$ cat config.mk
export PLATFORM = sky130hd
export DESIGN_NAME = mc_datapath_p_flat
export DESIGN_NICKNAME = d
export VERILOG_FILES = /design/src/rtl/mc_pkg.sv /design/src/rtl/mc_datapath_p_if.sv /design/src/rtl/flopenr.sv /design/src/rtl/mc_mul_iter.sv /design/src/rtl/mux2.sv /design/src/rtl/mux4.sv /design/src/rtl/regfile.sv /design/src/rtl/mc_datapath_p.sv /design/src/flat_wrapper.sv
export SDC_FILE = /design/constraint.sdc
export NUM_CORES = 2
export LEC_CHECK = 0
export CORE_ASPECT_RATIO = 1.25
export CORE_UTILIZATION = 60
export DETAILED_ROUTE_END_ITERATION = 10
export PLACE_DENSITY_LB_ADDON = 0.25
export SLEW_MARGIN = 30
export SYNTH_ARGS = -nofsm -noshare
export SYNTH_HDL_FRONTEND = slang
export SYNTH_HIERARCHICAL = 1
export SYNTH_SLANG_ARGS = --single-unit
export TNS_END_PERCENT = 10
$ cat constraint.sdc
create_clock -name clk -period 18.5 [get_ports clk]
set_input_delay 2.775 -clock clk [delete_from_list [all_inputs] [get_ports clk]]
set_output_delay 2.775 -clock clk [all_outputs]
set_load 0.03 [all_outputs]
$ cat src/rtl/mc_pkg.sv
// rtl/mc_pkg.sv - shared encodings for the parametrised multicycle datapath
//
// Purpose : ALU operation codes, mux-select codes, immediate-format codes and
//           the iterative multiplier state type used across mc_datapath_p.
// Ports   : none (package)

package mc_pkg;

    // ALUControl encodings; 6 and 7 fall through to ADD in the ALU.
    localparam logic [2:0] ALU_ADD   = 3'd0;
    localparam logic [2:0] ALU_SUB   = 3'd1;
    localparam logic [2:0] ALU_AND   = 3'd2;
    localparam logic [2:0] ALU_ORR   = 3'd3;
    localparam logic [2:0] ALU_EOR   = 3'd4;
    localparam logic [2:0] ALU_PASSB = 3'd5;

    // ResultSrc encodings
    localparam logic [1:0] RES_ALUOUT = 2'd0;
    localparam logic [1:0] RES_DATA   = 2'd1;
    localparam logic [1:0] RES_ALURES = 2'd2;
    localparam logic [1:0] RES_MUL    = 2'd3;

    // ALUSrcB encodings
    localparam logic [1:0] SRCB_REG  = 2'd0;
    localparam logic [1:0] SRCB_IMM  = 2'd1;
    localparam logic [1:0] SRCB_INC  = 2'd2;
    localparam logic [1:0] SRCB_ZERO = 2'd3;

    // ImmSrc encodings
    localparam logic [1:0] IMM_8  = 2'd0;
    localparam logic [1:0] IMM_12 = 2'd1;
    localparam logic [1:0] IMM_24 = 2'd2;

    typedef enum logic [1:0] {
        MUL_IDLE = 2'd0,
        MUL_RUN  = 2'd1,
        MUL_DONE = 2'd2
    } mul_state_t;

endpackage

$ cat src/rtl/mc_datapath_p_if.sv
// rtl/mc_datapath_p_if.sv - controller/memory bundle for mc_datapath_p
//
// Purpose : groups memory bus, control inputs and status outputs of the
//           datapath.
// Modports: master - controller + memory side (drives controls, ReadData)
//           slave  - datapath side (drives Adr, WriteData, Instr, flags,
//                    multiplier status)

interface mc_datapath_p_if #(
    parameter int WIDTH = 32
);
    logic [WIDTH-1:0] Adr;
    logic [WIDTH-1:0] WriteData;
    logic [WIDTH-1:0] ReadData;
    logic [WIDTH-1:0] Instr;
    logic [3:0]       ALUFlags;
    logic             Stall;
    logic             PCWrite;
    logic             RegWrite;
    logic             IRWrite;
    logic             AdrSrc;
    logic [1:0]       RegSrc;
    logic             ALUSrcA;
    logic [1:0]       ALUSrcB;
    logic [1:0]       ResultSrc;
    logic [1:0]       ImmSrc;
    logic [2:0]       ALUControl;
    logic             MulStart;
    logic             MulBusy;
    logic             MulDone;

    modport master (
        input  Adr, WriteData, Instr, ALUFlags, MulBusy, MulDone,
        output ReadData, Stall, PCWrite, RegWrite, IRWrite, AdrSrc, RegSrc,
               ALUSrcA, ALUSrcB, ResultSrc, ImmSrc, ALUControl, MulStart
    );

    modport slave (
        output Adr, WriteData, Instr, ALUFlags, MulBusy, MulDone,
        input  ReadData, Stall, PCWrite, RegWrite, IRWrite, AdrSrc, RegSrc,
               ALUSrcA, ALUSrcB, ResultSrc, ImmSrc, ALUControl, MulStart
    );
endinterface

$ cat src/rtl/flopenr.sv
// rtl/flopenr.sv - enabled register with asynchronous active-high reset
//
// Ports: clk, reset (async, high), en, d[WIDTH] -> q[WIDTH]

module flopenr #(
    parameter int WIDTH = 32
) (
    input  logic             clk,
    input  logic             reset,
    input  logic             en,
    input  logic [WIDTH-1:0] d,
    output logic [WIDTH-1:0] q
);
    always_ff @(posedge clk or posedge reset) begin
        if (reset)   q <= '0;
        else if (en) q <= d;
    end
endmodule

$ cat src/rtl/mc_mul_iter.sv
// rtl/mc_mul_iter.sv - iterative shift-add multiplier, low WIDTH bits
//
// Ports: clk, reset (async, high), stall (freeze all state), start,
//        a, b [WIDTH] (operands sampled on start) -> busy, done (1-cycle),
//        lo [WIDTH] (last completed product, holds until next completion)

module mc_mul_iter
    import mc_pkg::*;
#(
    parameter int WIDTH = 32
) (
    input  logic             clk,
    input  logic             reset,
    input  logic             stall,
    input  logic             start,
    input  logic [WIDTH-1:0] a,
    input  logic [WIDTH-1:0] b,
    output logic             busy,
    output logic             done,
    output logic [WIDTH-1:0] lo
);
    localparam int CW = $clog2(WIDTH + 1);
    localparam logic [CW-1:0] LAST = CW'(WIDTH - 1);

    mul_state_t       state, state_next;
    logic [WIDTH-1:0] mcand;
    logic [WIDTH-1:0] mplier;
    logic [WIDTH-1:0] acc;
    logic [WIDTH-1:0] acc_step;
    logic [CW-1:0]    cnt;

    // Only the low WIDTH bits are kept, so the multiplicand may shift out.
    assign acc_step = mplier[0] ? (acc + mcand) : acc;

    always_ff @(posedge clk or posedge reset) begin
        if (reset)       state <= MUL_IDLE;
        else if (!stall) state <= state_next;
    end

    always_comb begin
        state_next = state;
        busy       = 1'b0;
        done       = 1'b0;
        case (state)
            MUL_IDLE: if (start) state_next = MUL_RUN;
            MUL_RUN: begin
                busy = 1'b1;
                if (cnt == LAST) state_next = MUL_DONE;
            end
            MUL_DONE: begin
                done       = 1'b1;
                state_next = MUL_IDLE;
            end
            default: state_next = MUL_IDLE;
        endcase
    end

    always_ff @(posedge clk or posedge reset) begin
        if (reset) begin
            mcand  <= '0;
            mplier <= '0;
            acc    <= '0;
            cnt    <= '0;
            lo     <= '0;
        end else if (!stall) begin
            if (state == MUL_IDLE && start) begin
                mcand  <= a;
                mplier <= b;
                acc    <= '0;
                cnt    <= '0;
            end else if (state == MUL_RUN) begin
                acc    <= acc_step;
                mcand  <= mcand << 1;
                mplier <= mplier >> 1;
                cnt    <= cnt + CW'(1);
                // Publish on the edge that enters DONE.
                if (cnt == LAST) lo <= acc_step;
            end
        end
    end
endmodule

$ cat src/rtl/mux2.sv
// rtl/mux2.sv - two-input word multiplexer
//
// Ports: d0, d1 [WIDTH], s -> y [WIDTH]

module mux2 #(
    parameter int WIDTH = 32
) (
    input  logic [WIDTH-1:0] d0,
    input  logic [WIDTH-1:0] d1,
    input  logic             s,
    output logic [WIDTH-1:0] y
);
    assign y = s ? d1 : d0;
endmodule

$ cat src/rtl/mux4.sv
// rtl/mux4.sv - four-input word multiplexer
//
// Ports: d0..d3 [WIDTH], s[2] -> y [WIDTH]

module mux4 #(
    parameter int WIDTH = 32
) (
    input  logic [WIDTH-1:0] d0,
    input  logic [WIDTH-1:0] d1,
    input  logic [WIDTH-1:0] d2,
    input  logic [WIDTH-1:0] d3,
    input  logic [1:0]       s,
    output logic [WIDTH-1:0] y
);
    always_comb begin
        y = d0;
        case (s)
            2'd1:    y = d1;
            2'd2:    y = d2;
            2'd3:    y = d3;
            default: y = d0;
        endcase
    end
endmodule

$ cat src/rtl/regfile.sv
// rtl/regfile.sv - register file with combinational reads and PC alias
//
// Ports: clk, reset (async, high), we, wa/ra1/ra2 [RAW], wd [WIDTH],
//        alias_val [WIDTH] (value returned for index NREG-1) -> rd1, rd2

module regfile #(
    parameter int WIDTH = 32,
    parameter int NREG  = 16,
    parameter int RAW   = 4
) (
    input  logic             clk,
    input  logic             reset,
    input  logic             we,
    input  logic [RAW-1:0]   wa,
    input  logic [WIDTH-1:0] wd,
    input  logic [RAW-1:0]   ra1,
    input  logic [RAW-1:0]   ra2,
    input  logic [WIDTH-1:0] alias_val,
    output logic [WIDTH-1:0] rd1,
    output logic [WIDTH-1:0] rd2
);
    localparam logic [RAW-1:0] PC_IDX = RAW'(NREG - 1);

    logic [WIDTH-1:0] mem [NREG];

    // The top entry belongs to the PC: writes there are discarded so the PC
    // only ever changes through PCWrite.
    always_ff @(posedge clk or posedge reset) begin
        if (reset) begin
            for (int i = 0; i < NREG; i++) mem[i] <= '0;
        end else if (we && (wa != PC_IDX)) begin
            mem[wa] <= wd;
        end
    end

    assign rd1 = (ra1 == PC_IDX) ? alias_val : mem[ra1];
    assign rd2 = (ra2 == PC_IDX) ? alias_val : mem[ra2];
endmodule

$ cat src/rtl/mc_datapath_p.sv
// rtl/mc_datapath_p.sv - parametrised multicycle datapath with stall and multiplier
//
// Purpose : PC/IR/Data/A/WriteData/ALUOut registers, register file with PC
//           alias, extender, ALU with NZCV flags, result/address muxes and an
//           iterative multiplier sharing the A/WriteData operand registers.
// Ports   : clk, reset (async, high), bus (mc_datapath_p_if.slave: memory
//           Adr/WriteData/ReadData, Instr, ALUFlags, controls, Stall,
//           MulStart/MulBusy/MulDone)

module mc_datapath_p
    import mc_pkg::*;
#(
    parameter int WIDTH  = 32,
    parameter int NREG   = 16,
    parameter int RAW    = 4,
    parameter int PC_INC = 4
) (
    input  logic            clk,
    input  logic            reset,
    mc_datapath_p_if.slave  bus
);
    localparam logic [RAW-1:0] PC_IDX = RAW'(NREG - 1);

    logic             run;
    logic [WIDTH-1:0] pc, instr, data, a_q, wd_q, aluout;
    logic [WIDTH-1:0] rd1, rd2, extimm, srca, srcb, aluresult, result, mullo, adr;
    logic [RAW-1:0]   ra1, ra2, wa;
    logic             flag_c, flag_v;
    logic [WIDTH:0]   sum;
    logic [WIDTH-1:0] srcb_x;
    logic             is_sub;

    // Every datapath register honours the global stall.
    assign run = !bus.Stall;

    flopenr #(.WIDTH(WIDTH)) u_pc    (.clk(clk), .reset(reset), .en(run & bus.PCWrite), .d(result),       .q(pc));
    flopenr #(.WIDTH(WIDTH)) u_instr (.clk(clk), .reset(reset), .en(run & bus.IRWrite), .d(bus.ReadData), .q(instr));
    flopenr #(.WIDTH(WIDTH)) u_data  (.clk(clk), .reset(reset), .en(run),               .d(bus.ReadData), .q(data));
    flopenr #(.WIDTH(WIDTH)) u_a     (.clk(clk), .reset(reset), .en(run),               .d(rd1),          .q(a_q));
    flopenr #(.WIDTH(WIDTH)) u_wd    (.clk(clk), .reset(reset), .en(run),               .d(rd2),          .q(wd_q));
    flopenr #(.WIDTH(WIDTH)) u_alu   (.clk(clk), .reset(reset), .en(run),               .d(aluresult),    .q(aluout));

    assign ra1 = bus.RegSrc[0] ? PC_IDX : instr[16 +: RAW];
    assign ra2 = bus.RegSrc[1] ? instr[12 +: RAW] : instr[0 +: RAW];
    assign wa  = instr[12 +: RAW];

    regfile #(.WIDTH(WIDTH), .NREG(NREG), .RAW(RAW)) u_rf (
        .clk       (clk),
        .reset     (reset),
        .we        (run & bus.RegWrite),
        .wa        (wa),
        .wd        (result),
        .ra1       (ra1),
        .ra2       (ra2),
        .alias_val (result),
        .rd1       (rd1),
        .rd2       (rd2)
    );

    // imm24 is sign-extended then scaled by 4; the oversized concatenation is
    // truncated so narrow datapaths simply drop the upper bits.
    always_comb begin
        extimm = '0;
        case (bus.ImmSrc)
            IMM_8:   extimm = WIDTH'(instr[7:0]);
            IMM_12:  extimm = WIDTH'(instr[11:0]);
            IMM_24:  extimm = WIDTH'({{WIDTH{instr[23]}}, instr[23:0], 2'b00});
            default: extimm = '0;
        endcase
    end

    mux2 #(.WIDTH(WIDTH)) u_srca (.d0(a_q), .d1(pc), .s(bus.ALUSrcA), .y(srca));
    mux4 #(.WIDTH(WIDTH)) u_srcb (.d0(wd_q), .d1(extimm), .d2(WIDTH'(PC_INC)), .d3('0),
                                  .s(bus.ALUSrcB), .y(srcb));

    // SUB is computed as A + ~B + 1 so the carry out is directly NOT borrow.
    always_comb begin
        is_sub    = (bus.ALUControl == ALU_SUB);
        srcb_x    = is_sub ? ~srcb : srcb;
        sum       = {1'b0, srca} + {1'b0, srcb_x} + {{WIDTH{1'b0}}, is_sub};
        aluresult = sum[WIDTH-1:0];
        flag_c    = 1'b0;
        flag_v    = 1'b0;
        case (bus.ALUControl)
            ALU_SUB: begin
                flag_c = sum[WIDTH];
                flag_v = (srca[WIDTH-1] != srcb[WIDTH-1]) && (sum[WIDTH-1] != srca[WIDTH-1]);
            end
            ALU_AND:   aluresult = srca & srcb;
            ALU_ORR:   aluresult = srca | srcb;
            ALU_EOR:   aluresult = srca ^ srcb;
            ALU_PASSB: aluresult = srcb;
            default: begin
                flag_c = sum[WIDTH];
                flag_v = (srca[WIDTH-1] == srcb[WIDTH-1]) && (sum[WIDTH-1] != srca[WIDTH-1]);
            end
        endcase
    end

    mc_mul_iter #(.WIDTH(WIDTH)) u_mul (
        .clk   (clk),
        .reset (reset),
        .stall (bus.Stall),
        .start (bus.MulStart),
        .a     (a_q),
        .b     (wd_q),
        .busy  (bus.MulBusy),
        .done  (bus.MulDone),
        .lo    (mullo)
    );

    mux4 #(.WIDTH(WIDTH)) u_res (.d0(aluout), .d1(data), .d2(aluresult), .d3(mullo),
                                 .s(bus.ResultSrc), .y(result));
    mux2 #(.WIDTH(WIDTH)) u_adr (.d0(pc), .d1(result), .s(bus.AdrSrc), .y(adr));

    assign bus.Adr       = adr;
    assign bus.WriteData = wd_q;
    assign bus.Instr     = instr;
    assign bus.ALUFlags  = {aluresult[WIDTH-1], (aluresult == '0), flag_c, flag_v};
endmodule

$ cat src/flat_wrapper.sv
// flat-port wrapper written by rule: the top's interface ports become plain ports
module mc_datapath_p_flat import mc_pkg::*;
#(
    parameter int WIDTH  = 32,
    parameter int NREG   = 16,
    parameter int RAW    = 4,
    parameter int PC_INC = 4
)
  (clk, reset, bus_Adr, bus_WriteData, bus_Instr, bus_ALUFlags, bus_MulBusy, bus_MulDone, bus_ReadData, bus_Stall, bus_PCWrite, bus_RegWrite, bus_IRWrite, bus_AdrSrc, bus_RegSrc, bus_ALUSrcA, bus_ALUSrcB, bus_ResultSrc, bus_ImmSrc, bus_ALUControl, bus_MulStart);
  mc_datapath_p_if #(.WIDTH(WIDTH)) bus_i ();
  input  logic clk;
  input  logic reset;
  output wire logic [$bits(bus_i.Adr)-1:0] bus_Adr;
  output wire logic [$bits(bus_i.WriteData)-1:0] bus_WriteData;
  output wire logic [$bits(bus_i.Instr)-1:0] bus_Instr;
  output wire logic [$bits(bus_i.ALUFlags)-1:0] bus_ALUFlags;
  output wire logic [$bits(bus_i.MulBusy)-1:0] bus_MulBusy;
  output wire logic [$bits(bus_i.MulDone)-1:0] bus_MulDone;
  input wire logic [$bits(bus_i.ReadData)-1:0] bus_ReadData;
  input wire logic [$bits(bus_i.Stall)-1:0] bus_Stall;
  input wire logic [$bits(bus_i.PCWrite)-1:0] bus_PCWrite;
  input wire logic [$bits(bus_i.RegWrite)-1:0] bus_RegWrite;
  input wire logic [$bits(bus_i.IRWrite)-1:0] bus_IRWrite;
  input wire logic [$bits(bus_i.AdrSrc)-1:0] bus_AdrSrc;
  input wire logic [$bits(bus_i.RegSrc)-1:0] bus_RegSrc;
  input wire logic [$bits(bus_i.ALUSrcA)-1:0] bus_ALUSrcA;
  input wire logic [$bits(bus_i.ALUSrcB)-1:0] bus_ALUSrcB;
  input wire logic [$bits(bus_i.ResultSrc)-1:0] bus_ResultSrc;
  input wire logic [$bits(bus_i.ImmSrc)-1:0] bus_ImmSrc;
  input wire logic [$bits(bus_i.ALUControl)-1:0] bus_ALUControl;
  input wire logic [$bits(bus_i.MulStart)-1:0] bus_MulStart;
  assign bus_Adr = bus_i.Adr;
  assign bus_WriteData = bus_i.WriteData;
  assign bus_Instr = bus_i.Instr;
  assign bus_ALUFlags = bus_i.ALUFlags;
  assign bus_MulBusy = bus_i.MulBusy;
  assign bus_MulDone = bus_i.MulDone;
  assign bus_i.ReadData = bus_ReadData;
  assign bus_i.Stall = bus_Stall;
  assign bus_i.PCWrite = bus_PCWrite;
  assign bus_i.RegWrite = bus_RegWrite;
  assign bus_i.IRWrite = bus_IRWrite;
  assign bus_i.AdrSrc = bus_AdrSrc;
  assign bus_i.RegSrc = bus_RegSrc;
  assign bus_i.ALUSrcA = bus_ALUSrcA;
  assign bus_i.ALUSrcB = bus_ALUSrcB;
  assign bus_i.ResultSrc = bus_ResultSrc;
  assign bus_i.ImmSrc = bus_ImmSrc;
  assign bus_i.ALUControl = bus_ALUControl;
  assign bus_i.MulStart = bus_MulStart;
  mc_datapath_p #(.WIDTH(WIDTH), .NREG(NREG), .RAW(RAW), .PC_INC(PC_INC)) u_core (.clk(clk), .reset(reset), .bus(bus_i));
endmodule
==> impl_metrics.csv <==
group,metric,value,unit
placed_design,dpl_cell_area,0.05095,mm2
drt,wire_per_inst,30.27,um
setup_path,worstPathRequired,15730,ps
timing,min_period,12360,ps
timing,period_share,66.79,%
synth,synth_compound_area_share,9.464,%
power_and_ir_drop,p_per_area,171.7,mW/mm2
power_and_ir_drop,p_leak,23.74,nW
global_routing,gr-total-overflow,0,
cts,clock_latency,670,ps
timing,max_clock_freq,0.08093,GHz
synth,yosys.area_share.simple,5.137,%
setup_path,critPathTopFamily,"buffers and inverters",
setup_path,crit_arrival,9580,ps
cts,cts_buffer_depth,3,
setup_path,path_max_fanout,82,
drt,dr.pass1.iters,5,
power_and_ir_drop,p_comb_share,46.0,%
setup_path,cp-start-kind,"input port",
global_routing,grt_pass1_vias,34914,
floorplan,coreArea,0.08125,mm2
global_routing,grt_pass1_wl,224300,um
synth,ys.flop_type,"dfrtp_1",
floorplan,die_area,0.08312,mm2
finish,area_delta_synth_final,9.490,%
power_and_ir_drop,ir_drop,0.00008192,V
synth,synth_area_leaders,"dfrtp_1 (41%), mux2_2 (13%), mux4_2 (12%), mux2_4 (7.3%), ha_1 (3.3%)",
floorplan,rows,117,
power_and_ir_drop,p_int,5.643,mW
timing,tightest_slew,1018,ps
cts,numCtsBuffers,83,
synth,syn_area,0.04918,mm2
cts,cts-root-buf,"clkbuf_16",
setup_path,crit_buf_inv,6,
cts,cts_hold_buf,0,
power_and_ir_drop,power.share.sequential,34.8,%
synth,synthAdderAreaFrac,3.363,%
power_and_ir_drop,power.switching,3.604,mW
floorplan,die_h,322.1,um
timing,rsz0062_at_grt,"false",
global_routing,grt_use_total,36.61,%
cts,cts_tree,"done",
cts,post_cts_buffers,0,
synth,synth_cell_types,92,
cts,clkSinkCount,808,
finish,nets,4041,
global_routing,antenna_found_initial,8,
synth,yosys.area.top_type,"dfrtp_1",
cts,clk_pin_slew,60,ps
global_routing,grt_max_degree,148,
setup_path,cp_cell_sequence,"buf_2 > buf_4 > inv_1 > nor3_2 > buf_4 > xnor2_1 > inv_1 > fa_1 > and2b_1 > o21ai_1 > a2111o_1 > a311o_1 > o21ai_0 > a21oi_1 > xor2_1 > o22ai_1 > mux4_1 > mux2_4 > clkdlybuf4s50_1",
cts,cts-resized-gates,0,
setup_path,critPathSlowestCell,"mux4_1",
finish,drive_gt1_share,33.84,%
timing,hold_viol_final,0,
status,status,"finished clean",
floorplan,fp.dieW,258.1,um
synth,synthMuxAreaShare,34.35,%
finish,final_area,0.05385,mm2
setup_path,endpoint_kind,"output port",
setup_path,critical-path-max-stage-delay,830,ps
power_and_ir_drop,p_clk_share,19.2,%
synth,synth_top_family_by_area,"multiplexers",
synth,yosys_warnings,6,
drt,avgViaCountPerCell,6.881,
placed_design,io_buffers,153,
synth,synth_top_area_share,41.11,%
floorplan,start_util,60.53,%
timing,setup_viol,0,
drt,wirelength,151200,um
finish,fin_util,66.28,%
cts,h-tree-depth,3,
timing,slew_headroom,31.91,%
drt,vias,34357,
synth,yosysSeqAreaShare,41.11,%
power_and_ir_drop,p_sw_share,38.97,%
placed_design,place.gp.congestion,0.9933,
synth,synth-async-reset-ratio,100.0,%
synth,synth_edf_count,0,
drt,postRouteAntennaNets,0,
drt,drt_iter0_markers,3226,
timing,fin_setup_tns,0,ps
floorplan,ios,154,
timing,finClkSkew,29.80,ps
synth,syn_inst,3805,
placed_design,dpl.hpwl,99540,um
drt,remaining_drc_errors,0,
synth,synth_xor_area_share,1.496,%
synth,avgSynthCellArea,12.93,um2
min_path,hp-class,"register to register",
setup_path,path_class,"input port to output port",
synth,synth-seq-cells,808,
timing,drv_slew,0,
job,maxCapViolations,0,
## sequential cells by signal (all words and copies together) (netlist names)
| signal | cells |
|---|---|
| u_core/u_mul/cnt | 6 |
| u_core/u_pc/q | 32 |
| u_core/u_instr/q | 32 |
| u_core/u_mul/mplier | 32 |
| u_core/u_alu/q | 32 |
| u_core/u_rf/mem | 480 |
| u_core/u_a/q | 32 |
| u_core/u_mul/lo | 32 |
| u_core/u_data/q | 32 |
| u_core/u_mul/acc | 32 |
| u_core/u_wd/q | 32 |
| u_core/u_mul/mcand | 32 |
| u_core/u_mul/state | 2 |
## final cells by class
type / count / area [um2]
Sequential cell: 808 / 20220
Inverter: 94 / 377.9
Antenna cell: 1 / 2.502
Clock inverter: 27 / 384.1
Clock buffer: 121 / 2494
Fill cell: 5908 / 27400
Tap cell: 1071 / 1340
Timing Repair Buffer: 230 / 2116
Multi-Input combinational cell: 2641 / 26910
## synth_stat cells (16+ instances only)
master and count:
mux2_2 548, o21ai_1 17, inv_1 94, nor2_1 144, xor2_1 24, o22a_1 57, a211oi_1 62, o22ai_1 35
a21oi_1 205, nand2b_1 16, clkbuf_1 129, dfrtp_1 808, nand3_1 20, nand2_1 116, buf_6 24, xnor2_1 60
and2_1 22, nor2b_1 74, o211ai_1 19, buf_2 106, a21o_1 31, ha_1 129, mux2_4 240, a22o_1 19
o21ai_0 89, buf_12 30, mux4_2 252, mux2i_1 117, nand4_1 23, o221ai_1 65
## routing by layer
metal | wire length (um) | track usage (%) | part of all wire, % | up-vias
met5 | 49 | 0 | 0.032 | -
met4 | 10160 | 22.38 | 6.7 | 8
met3 | 12780 | 7.342 | 8.5 | 498
met2 | 72040 | 59.19 | 48 | 1702
met1 | 56130 | 45.37 | 37 | 17800
li1 | - | - | - | 14349
## power groups by stage
stage	Combinational, mW	Clock, mW	Sequential, mW
after detailed placement	4.16	0	3.21
after global routing	4.52	1.87	3.28
after floorplan	3.14	0	2.98
after global placement	4.08	0	3.16
after CTS	4.19	1.80	3.18
final	4.25	1.78	3.21
## placed cells by master, fill, tap and decap left out, drive strengths merged, types with 97 or more instances in the layout
master	instances
mux2i	117
a21oi	207
clkdlybuf4s50	148
clkbuf	121
o21ai	108
mux4	256
mux2	803
dfrtp	808
nor2	144
inv	97
nand2	116
ha	129
## worst paths after layout
path                                     startpoint                    to  slack, ps  cells after the start
max in group asynchronous                     reset  u_core/u_rf/mem[145]      12760                      5
worst max-delay path              bus_ALUControl[0]           bus_Adr[28]       6140                     19
worst max register to register  u_core/u_instr/q[0]      u_core/u_a/q[28]      12240                     18
worst min register to register   u_core/u_mul/lo[6]    u_core/u_mul/lo[6]        500                      2
worst min-delay path             u_core/u_mul/lo[6]    u_core/u_mul/lo[6]        500                      2
min in group asynchronous                     reset       u_core/u_a/q[3]       2860                      2
## stage by stage
step	setup slack (ps)	hold WS (ps)	total power, mW	std cells
final	6144	496.6	9.247	4993
after global routing	5902	509.7	9.672	4992
after CTS	6323	496.3	9.177	4992
after detailed placement	6356	488.5	7.367	4844
after global placement	6404	462.3	7.237	4844
after floorplan	2332	444.5	6.116	3867
## cell families after synthesis
| family | count (synthesis) |
|---|---|
| multiplexers | 1176 |
| flip-flops | 808 |
| buffers and inverters | 418 |
| AND/OR/NAND/NOR | 500 |
| AO/OA/AOI/OAI | 686 |
| other | 2 |
| adder cells (fa/ha/maj) | 131 |
| XOR/XNOR | 84 |
## tightest hold or removal path, cell delays in order, from the launching register on
cell and delay (ps):
dfrtp_1 350, nand2_1 50, o21ai_0 60
No activity file was read; power rests on OpenSTA's default activity.
